[config.mk]
export PLATFORM = sky130hd
export DESIGN_NAME = escape_encoder
export DESIGN_NICKNAME = d
export VERILOG_FILES = /design/src/rtl/escape_encoder_pkg.sv /design/src/rtl/escape_encoder_bin2bcd8.sv /design/src/rtl/escape_encoder.sv
export SDC_FILE = /design/constraint.sdc
export NUM_CORES = 1
export LEC_CHECK = 0
export CORE_MARGIN = 1.5
export CORE_UTILIZATION = 40
export CTS_CLUSTER_SIZE = 24
export DETAILED_ROUTE_END_ITERATION = 6
export DONT_BUFFER_PORTS = 1
export GPL_ROUTABILITY_DRIVEN = 0
export PLACE_DENSITY = 0.68
export SYNTH_ARGS = -nofsm -noshare
export SYNTH_HDL_FRONTEND = slang
export SYNTH_SLANG_ARGS = --single-unit
[constraint.sdc]
create_clock -name clk -period 6.7 [get_ports clk]
set_clock_uncertainty 0.1 [all_clocks]
set_input_delay 0.67 -clock clk [delete_from_list [all_inputs] [get_ports clk]]
set_output_delay 0.67 -clock clk [all_outputs]
set_load 0.1 [all_outputs]
[src/rtl/escape_encoder_pkg.sv]
// -----------------------------------------------------------------------------
// escape_encoder_pkg
// Shared types and constants for the VT100 host-reply encoder.
//   reply_t     : request kinds accepted on the command port
//   enc_state_t : byte-emission states of the encoder FSM
//   ASCII_*     : fixed bytes used inside the escape sequences
//   sat_add     : 9-bit add of an offset to a byte, saturated to 255
//   ascii_digit : BCD digit -> ASCII '0'..'9'
// -----------------------------------------------------------------------------
package escape_encoder_pkg;

    typedef enum logic [2:0] {
        R_CHAR   = 3'd0,
        R_CPR    = 3'd1,
        R_DSR_OK = 3'd2,
        R_DA     = 3'd3,
        R_KEY    = 3'd4
    } reply_t;

    typedef enum logic [3:0] {
        S_IDLE  = 4'd0,
        S_ESC   = 4'd1,
        S_INTRO = 4'd2,
        S_QMARK = 4'd3,
        S_D1_H  = 4'd4,
        S_D1_T  = 4'd5,
        S_D1_O  = 4'd6,
        S_SEP   = 4'd7,
        S_D2_H  = 4'd8,
        S_D2_T  = 4'd9,
        S_D2_O  = 4'd10,
        S_FINAL = 4'd11,
        S_CHAR  = 4'd12
    } enc_state_t;

    localparam logic [7:0] ASCII_ESC    = 8'h1b;
    localparam logic [7:0] ASCII_LBRACK = 8'h5b;
    localparam logic [7:0] ASCII_O      = 8'h4f;
    localparam logic [7:0] ASCII_SEMI   = 8'h3b;
    localparam logic [7:0] ASCII_QMARK  = 8'h3f;
    localparam logic [7:0] ASCII_ZERO   = 8'h30;
    localparam logic [7:0] ASCII_R      = 8'h52;
    localparam logic [7:0] ASCII_N      = 8'h6e;
    localparam logic [7:0] ASCII_C      = 8'h63;

    function automatic logic [7:0] sat_add(input logic [7:0] p, input logic [8:0] off);
        logic [8:0] sum;
        sum = {1'b0, p} + off;
        return sum[8] ? 8'hff : sum[7:0];
    endfunction

    function automatic logic [7:0] ascii_digit(input logic [3:0] d);
        return ASCII_ZERO + {4'h0, d};
    endfunction

endpackage

[src/rtl/escape_encoder_bin2bcd8.sv]
// -----------------------------------------------------------------------------
// bin2bcd8
// Combinational 8-bit binary to three decimal digits.
//   bin      in  8  value 0..255
//   hundreds out 4  0..2
//   tens     out 4  0..9
//   ones     out 4  0..9
// -----------------------------------------------------------------------------
module bin2bcd8 (
    input  logic [7:0] bin,
    output logic [3:0] hundreds,
    output logic [3:0] tens,
    output logic [3:0] ones
);

    logic [7:0] h8;
    logic [7:0] r8;
    logic [7:0] t8;
    logic [7:0] o8;

    // Constant divisors keep this a small fixed network; all products fit in 8 bits.
    always_comb begin
        h8 = bin / 8'd100;
        r8 = bin - (h8 * 8'd100);
        t8 = r8 / 8'd10;
        o8 = r8 - (t8 * 8'd10);
        hundreds = h8[3:0];
        tens     = t8[3:0];
        ones     = o8[3:0];
    end

endmodule

[src/rtl/escape_encoder.sv]
// -----------------------------------------------------------------------------
// escape_encoder
// Turns one reply/key request into the VT100 byte sequence the host expects
// and streams it, one byte per handshake, towards the UART transmitter.
//
// Optional feature macro: ESCENC_DECCKM_EN
//   defined     : app_cursor port exists; R_KEY with latched app_cursor=1
//                 is sent in SS3 form (ESC 'O' key).
//   not defined : no app_cursor port; R_KEY is always ESC '[' key.
//
// Ports
//   clk, rst_n        clock, asynchronous active-low reset
//   cmd_valid/ready   request handshake; cmd_ready high only in IDLE
//   cmd_type          reply_t request kind (unknown codes accepted, no output)
//   cmd_p1, cmd_p2    request parameters (byte/row/key, column)
//   app_cursor        DECCKM state, only with ESCENC_DECCKM_EN
//   tx_data/valid     byte stream to UART
//   tx_ready          UART accepts a byte when tx_valid & tx_ready
//   busy              sequence in progress (= ~cmd_ready)
//
// Handshakes: a transfer happens on a rising clock edge where valid and ready
// are both high; while valid is high and ready low, the data is held stable.
// -----------------------------------------------------------------------------
module escape_encoder
    import escape_encoder_pkg::*;
#(
    parameter int POS_OFFSET = 1,
    parameter int DA_ID      = 6
) (
    input  logic       clk,
    input  logic       rst_n,
    input  logic       cmd_valid,
    output logic       cmd_ready,
    input  logic [2:0] cmd_type,
    input  logic [7:0] cmd_p1,
    input  logic [7:0] cmd_p2,
`ifdef ESCENC_DECCKM_EN
    input  logic       app_cursor,
`endif
    output logic [7:0] tx_data,
    output logic       tx_valid,
    input  logic       tx_ready,
    output logic       busy
);

    localparam logic [8:0] OFF9   = POS_OFFSET[8:0];
    localparam logic [7:0] DA_ID8 = (DA_ID > 255) ? 8'hff : DA_ID[7:0];

    enc_state_t state_q, state_d;
    reply_t     type_q, type_d;
    logic [7:0] p1_q, p1_d;
    logic [7:0] val1_q, val1_d;
    logic [7:0] val2_q, val2_d;
    logic       key_ss3;
    reply_t     cmd_kind;

    logic [3:0] h1, t1, o1;
    logic [3:0] h2, t2, o2;
    enc_state_t d1_first, d2_first;

`ifdef ESCENC_DECCKM_EN
    logic app_q, app_d;
    assign key_ss3 = app_q && (type_q == R_KEY);
`else
    assign key_ss3 = 1'b0;
`endif

    assign cmd_kind = reply_t'(cmd_type);

    // Digit sources: val1 carries the CPR row, the DSR '0' or the DA id;
    // val2 carries the CPR column. Both are latched already offset/saturated.
    bin2bcd8 u_bcd_p1 (
        .bin      (val1_q),
        .hundreds (h1),
        .tens     (t1),
        .ones     (o1)
    );

    bin2bcd8 u_bcd_p2 (
        .bin      (val2_q),
        .hundreds (h2),
        .tens     (t2),
        .ones     (o2)
    );

    // Leading-zero suppression: jump straight to the first digit that is sent.
    assign d1_first = (h1 != 4'd0) ? S_D1_H : ((t1 != 4'd0) ? S_D1_T : S_D1_O);
    assign d2_first = (h2 != 4'd0) ? S_D2_H : ((t2 != 4'd0) ? S_D2_T : S_D2_O);

    assign cmd_ready = (state_q == S_IDLE);
    assign busy      = ~cmd_ready;
    assign tx_valid  = (state_q != S_IDLE);

    always_comb begin
        state_d = state_q;
        type_d  = type_q;
        p1_d    = p1_q;
        val1_d  = val1_q;
        val2_d  = val2_q;
`ifdef ESCENC_DECCKM_EN
        app_d   = app_q;
`endif
        tx_data = 8'h00;

        case (state_q)
            S_IDLE: begin
                if (cmd_valid) begin
                    type_d = cmd_kind;
                    p1_d   = cmd_p1;
                    val2_d = sat_add(cmd_p2, OFF9);
                    case (cmd_kind)
                        R_DA:     val1_d = DA_ID8;
                        R_DSR_OK: val1_d = 8'h00;
                        default:  val1_d = sat_add(cmd_p1, OFF9);
                    endcase
`ifdef ESCENC_DECCKM_EN
                    app_d = app_cursor;
`endif
                    case (cmd_kind)
                        R_CHAR:                     state_d = S_CHAR;
                        R_CPR, R_DSR_OK, R_DA, R_KEY: state_d = S_ESC;
                        default:                    state_d = S_IDLE;
                    endcase
                end
            end

            S_ESC: begin
                tx_data = ASCII_ESC;
                if (tx_ready) state_d = S_INTRO;
            end

            S_INTRO: begin
                tx_data = key_ss3 ? ASCII_O : ASCII_LBRACK;
                if (tx_ready) begin
                    case (type_q)
                        R_CPR:    state_d = d1_first;
                        R_DSR_OK: state_d = S_D1_O;
                        R_DA:     state_d = S_QMARK;
                        default:  state_d = S_FINAL;
                    endcase
                end
            end

            S_QMARK: begin
                tx_data = ASCII_QMARK;
                if (tx_ready) state_d = d1_first;
            end

            S_D1_H: begin
                tx_data = ascii_digit(h1);
                if (tx_ready) state_d = S_D1_T;
            end

            S_D1_T: begin
                tx_data = ascii_digit(t1);
                if (tx_ready) state_d = S_D1_O;
            end

            S_D1_O: begin
                tx_data = ascii_digit(o1);
                if (tx_ready) state_d = (type_q == R_CPR) ? S_SEP : S_FINAL;
            end

            S_SEP: begin
                tx_data = ASCII_SEMI;
                if (tx_ready) state_d = d2_first;
            end

            S_D2_H: begin
                tx_data = ascii_digit(h2);
                if (tx_ready) state_d = S_D2_T;
            end

            S_D2_T: begin
                tx_data = ascii_digit(t2);
                if (tx_ready) state_d = S_D2_O;
            end

            S_D2_O: begin
                tx_data = ascii_digit(o2);
                if (tx_ready) state_d = S_FINAL;
            end

            S_FINAL: begin
                case (type_q)
                    R_CPR:    tx_data = ASCII_R;
                    R_DSR_OK: tx_data = ASCII_N;
                    R_DA:     tx_data = ASCII_C;
                    default:  tx_data = p1_q;   // key letter, sent without range check
                endcase
                if (tx_ready) state_d = S_IDLE;
            end

            S_CHAR: begin
                tx_data = p1_q;
                if (tx_ready) state_d = S_IDLE;
            end

            default: state_d = S_IDLE;
        endcase
    end

    always_ff @(posedge clk or negedge rst_n) begin
        if (!rst_n) begin
            state_q <= S_IDLE;
            type_q  <= R_CHAR;
            p1_q    <= 8'h00;
            val1_q  <= 8'h00;
            val2_q  <= 8'h00;
`ifdef ESCENC_DECCKM_EN
            app_q   <= 1'b0;
`endif
        end else begin
            state_q <= state_d;
            type_q  <= type_d;
            p1_q    <= p1_d;
            val1_q  <= val1_d;
            val2_q  <= val2_d;
`ifdef ESCENC_DECCKM_EN
            app_q   <= app_d;
`endif
        end
    end

endmodule

==> metrics.txt <==
Die H=about 97 µm; Final setup viols=0; DR DRC count=0; top-count cell post-synth=nand2_1; first-pass GRT wire length=approximately 16000 µm; Final ANT Viol Nets=0; critical path fanouts, max=7; Slew Limit Fails=0; placed cell count=just under 600; EDFF count, synth=0; fmax=approximately 0.15 GHz; # fillers=880; CP Buf/Inv Count=1; pre-CTS setup slack=roughly 0.18 ns; Synth area leaders=dfrtp_1 (22%), nand2_1 (8.0%), ha_1 (6.7%); crit path DAT=5.75 ns; delay of the slowest critical-path stage=0.48 ns; Syn-to-layout area delta=12.8%; CP max stage cell=fa_1; I/O Pins=34; CTS buffer count=5; GRT Overall Usage=around a fifth; ratio of cells with drive above 1 in the final layout=14.0%; root buffer cell=clkbuf_8; Vias/cell=slightly above 6; routed wire length=a little under 10000 µm; Die W=97.2 µm; WS Path Type=flip-flop to primary output; Yosys top cell by area=dfrtp_1; Max-slew headroom=between 20% and 30%; share of the synthesized area in the top cell type=21.8%; worst hold path type=input pin to asynchronous set/reset pin; vias post-DR=3690; synthesized area=~0.0036 mm²; Worst Setup Start Kind=flip-flop; number of global-route vias before repair=~3400; Synth Area per Inst=about 7.3 µm²; Buffers on Ports=0; sequential area share after synthesis=21.8%; slew at the pin closest to its max-slew limit=1.18 ns; minimum clock period=~6.5 ns; final net count=between 500 and 600; multi-input logic area=between 0.002 and 0.003 mm²; ant diodes=0; 1st-iter DRT viols=~300; Seq. cell area=about 800 µm²; post-synthesis net count=about 530; post-synthesis register bit count=31; Die Area=0.00945 mm²; dpl hpwl=7140 µm; average routed wire per standard cell=roughly 16 µm; TritonRoute pass-1 iters=5; Worst Slack Setup Final=about 0.18 ns; period utilization=a little over nine tenths; Syn Inst Count=approximately 490; Worst-path clk slew=0.08 ns; Starting Density=just over 40%; CTS H-Tree Depth=2; Finished Layout Cells=594; outcome=finished, final reports clean; critical path required time=roughly 5.9 ns; largest net degree at the start of global routing=32; Yosys warnings=0; final hold vios=0; prevailing post-synth register cell=dfrtp_1; TritonCTS clock tree=built; async set-reset flop share out of synthesis=100%; global route overflow=0; RSZ-0062 raised after global routing=true; final hold slack=0.0928 ns; Synth cell types=71; TritonCTS Sinks=31; number of max-cap violations=0; insertion delay to the later sink of the worst-skew pair=slightly below 0.3 ns; Worst path top cell family by delay=compound AO/OA/AOI/OAI gates; initial antenna violation count=0; Rows=34; core area=0.00868 mm²; CP Capture Type=primary output; most frequent cells after synthesis=nand2_1 (76), nor2_1 (42), o21ai_0 (38); clock buffer depth=2
## per-stage QoR
step           TNS (ns)  cell area [µm²]  utilization (%)
5_1_grt          -0.119             4010             46.2
6_report              0             4010             46.2
3_5_place_dp          0             3700             42.6
2_1_floorplan         0             3560                -
4_1_cts               0             3830             44.1
3_3_place_gp          0             3700             42.6
## layout by cell type, fill, tap and decap left out, drive strengths merged, types with 7 or more instances in the layout
| master | count |
|---|---|
| nand2 | 77 |
| nor2 | 42 |
| o21ai | 40 |
| a21oi | 36 |
| dfrtp | 31 |
| inv | 21 |
| ha | 19 |
| nand3 | 16 |
| buf | 16 |
| xnor2 | 15 |
| nor3 | 12 |
| xor2 | 11 |
| a31oi | 9 |
| or3 | 9 |
| and3 | 8 |
| nand2b | 8 |
| o221ai | 8 |
| o211ai | 7 |
| clkbuf | 7 |
## path summary, 6_finish.rpt
path,startpoint,endpoint,slack [ns],depth (start not counted)
hold reg to reg,p1_q[7],p1_q[7],0.38,2
hold / removal,rst_n,state_q[3],0.09,1
setup / recovery,val2_q[3],tx_data[2],0.18,25
setup reg to reg,val2_q[3],state_q[1],2.19,19
max in group asynchronous,rst_n,val1_q[4],6.20,1
min in group clk,cmd_p2[0],val2_q[0],0.36,1
## sequential cells by signal (all words and copies together) (netlist names)
name     cells
p1_q         8
state_q      4
type_q       3
val1_q       8
val2_q       8
## worst reg2reg max path: stages, from the launching register on
cell and delay, ns:
dfrtp_2 0.43, ha_2 0.19, or3_4 0.37, o211ai_1 0.26, mux2i_1 0.21, o211ai_1 0.13
o21ai_2 0.23, inv_2 0.09, ha_4 0.22, ha_4 0.31, o21a_1 0.17, o21bai_1 0.07
and4b_1 0.20, and2_4 0.18, or4_1 0.52, a41oi_2 0.23, o31ai_2 0.11, nand2b_4 0.17
nand3b_1 0.13, o211ai_1 0.10
## layer usage
| layer | global-route usage (%) | vias up | share of wire [%] |
|---|---|---|---|
| met5 | 0 | - | 0 |
| met4 | 4.07 | 0 | 0.87 |
| met3 | 2.66 | 16 | 6.9 |
| met2 | 32.0 | 179 | 46 |
| met1 | 29.0 | 1725 | 47 |
| li1 | - | 1770 | - |
## timing repair
action | 4_1_cts | 5_1_grt
hold buffers | 1 | 0
setup buffers | 0 | 7
pin swaps | 0 | 20
setup endpoints to repair | 2 | 3
hold endpoints to repair | 31 | 0
resized for setup | 5 | 30
## area by class of cell
type / count / share of cell area (%)
clock buffers: 6 / 1.81
clock inverters: 2 / 0.312
inverters: 23 / 2.16
multi-input cells: 407 / 68.4
flip-flops and latches: 31 / 19.4
well taps: 108 / 3.37
repair buffers: 17 / 4.56
## cell families after synthesis
family,Yosys count,share of synthesized area (%)
buffers and inverters,49,5.74
DFF,31,21.8
xor gates and xnor gates,26,6.62
AOI/OAI and AO/OA,159,29.8
and+or+nand+nor,195,25.8
adders and majority gates,24,9.27
muxes,3,0.881
Power is not shown: default switching activity piles up to over one toggle a cycle in this logic, so the estimate is an artifact.
==> patch 1 (config.mk and constraints unchanged) <==
Add a define of `ESCENC_DECCKM_EN`.
--- a/src/rtl/escape_encoder.sv
+++ b/src/rtl/escape_encoder.sv
@@ -21,6 +21,8 @@
 // Handshakes: a transfer happens on a rising clock edge where valid and ready
 // are both high; while valid is high and ready low, the data is held stable.
 // -----------------------------------------------------------------------------
+`define ESCENC_DECCKM_EN
+
 module escape_encoder
     import escape_encoder_pkg::*;
 #(
Interface: changed (added app_cursor); port bits go from 34 to 35. The function was not compared with the original's and may differ.
==> patch 1 against the unedited design <==
- worst setup slack improved by 0.092 ns
- critical path depth decreased by 3
- highest routed layer unchanged
- sequential cell count increased by 1
- final area grew 8.3%
- core utilization is 1.6 points lower
- register-to-register slack gained 0.11 ns
- synthesized area rose by 12%
- wire length is 18% higher
Power is not shown: default switching activity piles up to over one toggle a cycle in this logic, so the estimate is an artifact.
==> patch 1: results <==
export IMPL_syn_avg_cell_area_sq_um=7.28
export IMPL_worst_ep_arrival_time_ns=5.65
export IMPL_synthTopCellsByCount="nand2_1 (81), a21oi_1 (47), nor2_1 (47)"
export IMPL_netlist_area_sq_um=3980
export IMPL_worst_pin_slew_ns=1.18
export IMPL_worstSetupStartpoint="val1_q[4]"
export IMPL_fin_nets=581
export IMPL_syn2layout_area_growth_pct=9.03
export IMPL_synthDistinctLibCells=79
export IMPL_multi_input_cells=459
export IMPL_sh_seq_area_pct=18.5
export IMPL_drt_iter0_drc=284
export IMPL_first_global_vias=3855
export IMPL_synth_nets=592
export IMPL_drt_wl_total_mm=11.3
export IMPL_grt_usage_pct=22.2
export IMPL_drtPass1Iterations=7
export IMPL_viasPerCell=6.25
export IMPL_nNonClkBuffers=10
export IMPL_clkSinkCount=32
export IMPL_final_clk_cell_share_pct=2.65
export IMPL_synth_area_leaders="dfrtp_1 (20%), nand2_1 (7.6%), a21oi_1 (5.9%), ha_1 (5.7%), o21ai_0 (4.8%)"
export IMPL_grt_max_degree=34
export IMPL_path_max_fanout=8
export IMPL_vias=4184
export IMPL_use_met3_pct=3.53
export IMPL_gr_usage_met1_pct=30.6
export IMPL_reg2reg_from="val2_q[4]"
export IMPL_grt_use_met2_pct=36.3
export IMPL_dp_final_hpwl_mm=8.65
export IMPL_drive_above_1_share_pct=10.3
export IMPL_multi_input_area_sq_um=3040
export IMPL_status="complete, no violations"
export IMPL_nClkBuffers=5
export IMPL_final_nonclk_buf_share_pct=2.60
export IMPL_dp_cells=660
patch 1: changes by cell type after synthesis, moves of 5 or more:
| cell | change |
|---|---|
| xor2_1 | -6 |
| inv_1 | +6 |
| nand2_1 | +5 |
| nor2_1 | +5 |
| a21oi_1 | +11 |
patch 1: worst max-delay path: stages (launching register included):
cell      delay, ns
dfrtp_2        0.47
or3_1          0.33
a31oi_2        0.26
nor2_4         0.07
inv_1          0.10
ha_1           0.25
ha_2           0.41
a21oi_2        0.10
xnor2_2        0.20
o31ai_2        0.43
nor2_1         0.12
o211ai_1       0.20
o21ai_0        0.14
a211oi_1       0.31
o21a_2         0.22
inv_1          0.05
ha_1           0.19
fa_1           0.38
xnor2_1        0.15
nor2b_1        0.14
mux2_4         0.27
a311o_1        0.37
buf_12         0.18
patch 1: cells by family (layout without fill, tap and decap cells):
logic type,count (synthesis),after routing,share of synthesized area (%)
multiplexers,2,2,0.660
adder cells (fa/ha/maj),22,22,7.68
flip-flops,32,32,20.1
buffers and inverters,55,45,5.44
AND/OR/NAND/NOR,211,211,25.6
XOR/XNOR,22,22,5.95
AO/OA/AOI/OAI,202,202,34.5
patch 1: worst paths after layout:
kind	end	slack, ns	depth (start not counted)
worst max register to register	state_q[0]	2.30	15
worst min-delay path	type_q[2]	0.09	1
min in group clk	val2_q[0]	0.35	1
worst min register to register	p1_q[7]	0.39	2
max in group asynchronous	val1_q[4]	6.22	1
worst max-delay path	tx_data[3]	0.28	22
patch 1: per-layer routing:
metal | share of wire (%) | vias up
li1 | - | 2015
met1 | 46 | 1998
met2 | 46 | 152
met3 | 6.6 | 19
met4 | 1.3 | 0
met5 | 0 | -
patch 1: what timing repair did:
item,in CTS,in global routing
pin swaps,0,1
hold endpoints to repair,32,0
resized for setup,3,17
setup endpoints to repair,2,3
hold buffers,1,0
==> patch 2 (same flow settings) <==
Made on the original files. Reset style: synchronous (`rst_n`), changed in one clocked block. Comments in the files are not updated.
--- a/src/rtl/escape_encoder.sv
+++ b/src/rtl/escape_encoder.sv
@@ -200,7 +200,7 @@
         endcase
     end
 
-    always_ff @(posedge clk or negedge rst_n) begin
+    always_ff @(posedge clk) begin
         if (!rst_n) begin
             state_q <= S_IDLE;
             type_q  <= R_CHAR;
Behaviour: differs if rst_n is asserted again (counterexample within 4 cycles, from zero or initial values and one cycle with rst_n low); with rst_n held inactive, the same outputs for 4 cycles.
==> patch 2 against the unedited design <==
- synthesized cell count is 2.3% higher
- sequential share of layout area shrank 3.6 points
- worst setup slack improved by 0.19 ns
- wire length down 4.9%
- via count is 0.92% lower
- global-route usage decreased by 1.2 points
- worst hold slack better by 0.28 ns
- sequential cell count stayed put
- synthesized area rose by 1.3%
- first-iteration DRC count down 35%
- final area shrank 1.7%
- critical path type unchanged
Power is not shown: default switching activity piles up to over one toggle a cycle in this logic, so the estimate is an artifact.
==> patch 2: results <==
export IMPL_synthDistinctLibCells=72
export IMPL_synth_area_leaders="dfxtp_1 (17%), ha_1 (6.6%), nand2_1 (5.9%), a21oi_1 (5.3%), xnor2_1 (5.1%)"
export IMPL_synth_ff_type="dfxtp_1"
export IMPL_inverters_excl_clock=26
export IMPL_ys_async_sr_fraction_pct=0
export IMPL_cts_resized=0
export IMPL_placed_cell_area_sq_um=3740
export IMPL_synth_nets=544
export IMPL_grt_usage_pct=18.8
export IMPL_synthTopCellsByCount="nand2_1 (57), a21oi_1 (38), o21ai_0 (35)"
export IMPL_fin_crit_sh_pct=94.5
export IMPL_final_cell_area_sq_um=3940
export IMPL_dp_cells=587
export IMPL_grt_pass1_wl_mm=15.3
export IMPL_fin_hold_ws_ns=0.368
export IMPL_hp_class="in -> reg"
export IMPL_multi_input_area_sq_um=2860
export IMPL_post_drt_wl_per_cell_microns=15.3
export IMPL_path_max_fanout=12
export IMPL_viasPerCell=6.12
export IMPL_drive_above_1_share_pct=9.41
export IMPL_slowest_delay_ns=0.55
export IMPL_fin_nets=534
export IMPL_drt_iter0_drc=194
export IMPL_worst_ep_arrival_time_ns=5.56
export IMPL_worst_pin_slew_ns=1.19
export IMPL_ff2ff_path_depth=15
export IMPL_vias=3656
export IMPL_nNonClkBuffers=7
export IMPL_status="complete, no violations"
## patch 2: cell count changes after synthesis, moves of 6 or more
cell | unedited run | this run
a21boi_0 | 1 | 15
dfrtp_1 | 31 | 0
dfxtp_1 | 0 | 31
nand2_1 | 76 | 57
nor2b_1 | 6 | 16
nor2_1 | 42 | 26
xnor2_1 | 15 | 21
## patch 2: cells by family after synthesis
kind of cell,synth area share [%]
AOI/OAI and AO/OA,34.5
and+or+nand+nor,24.7
buffers and inverters,5.63
DFF,17.2
xor gates and xnor gates,7.06
adders and majority gates,9.42
muxes,1.43
## patch 2: metal layers
| layer | share of wire [%] | wire, microns | vias to the layer above | GRT usage [%] |
|---|---|---|---|---|
| li1 | - | - | 1815 | - |
| met1 | 46 | 4240 | 1711 | 25.6 |
| met2 | 47 | 4330 | 118 | 31.5 |
| met3 | 4.9 | 449 | 12 | 2.00 |
| met4 | 1.6 | 142 | 0 | 5.05 |
| met5 | 0 | 0 | - | 0 |
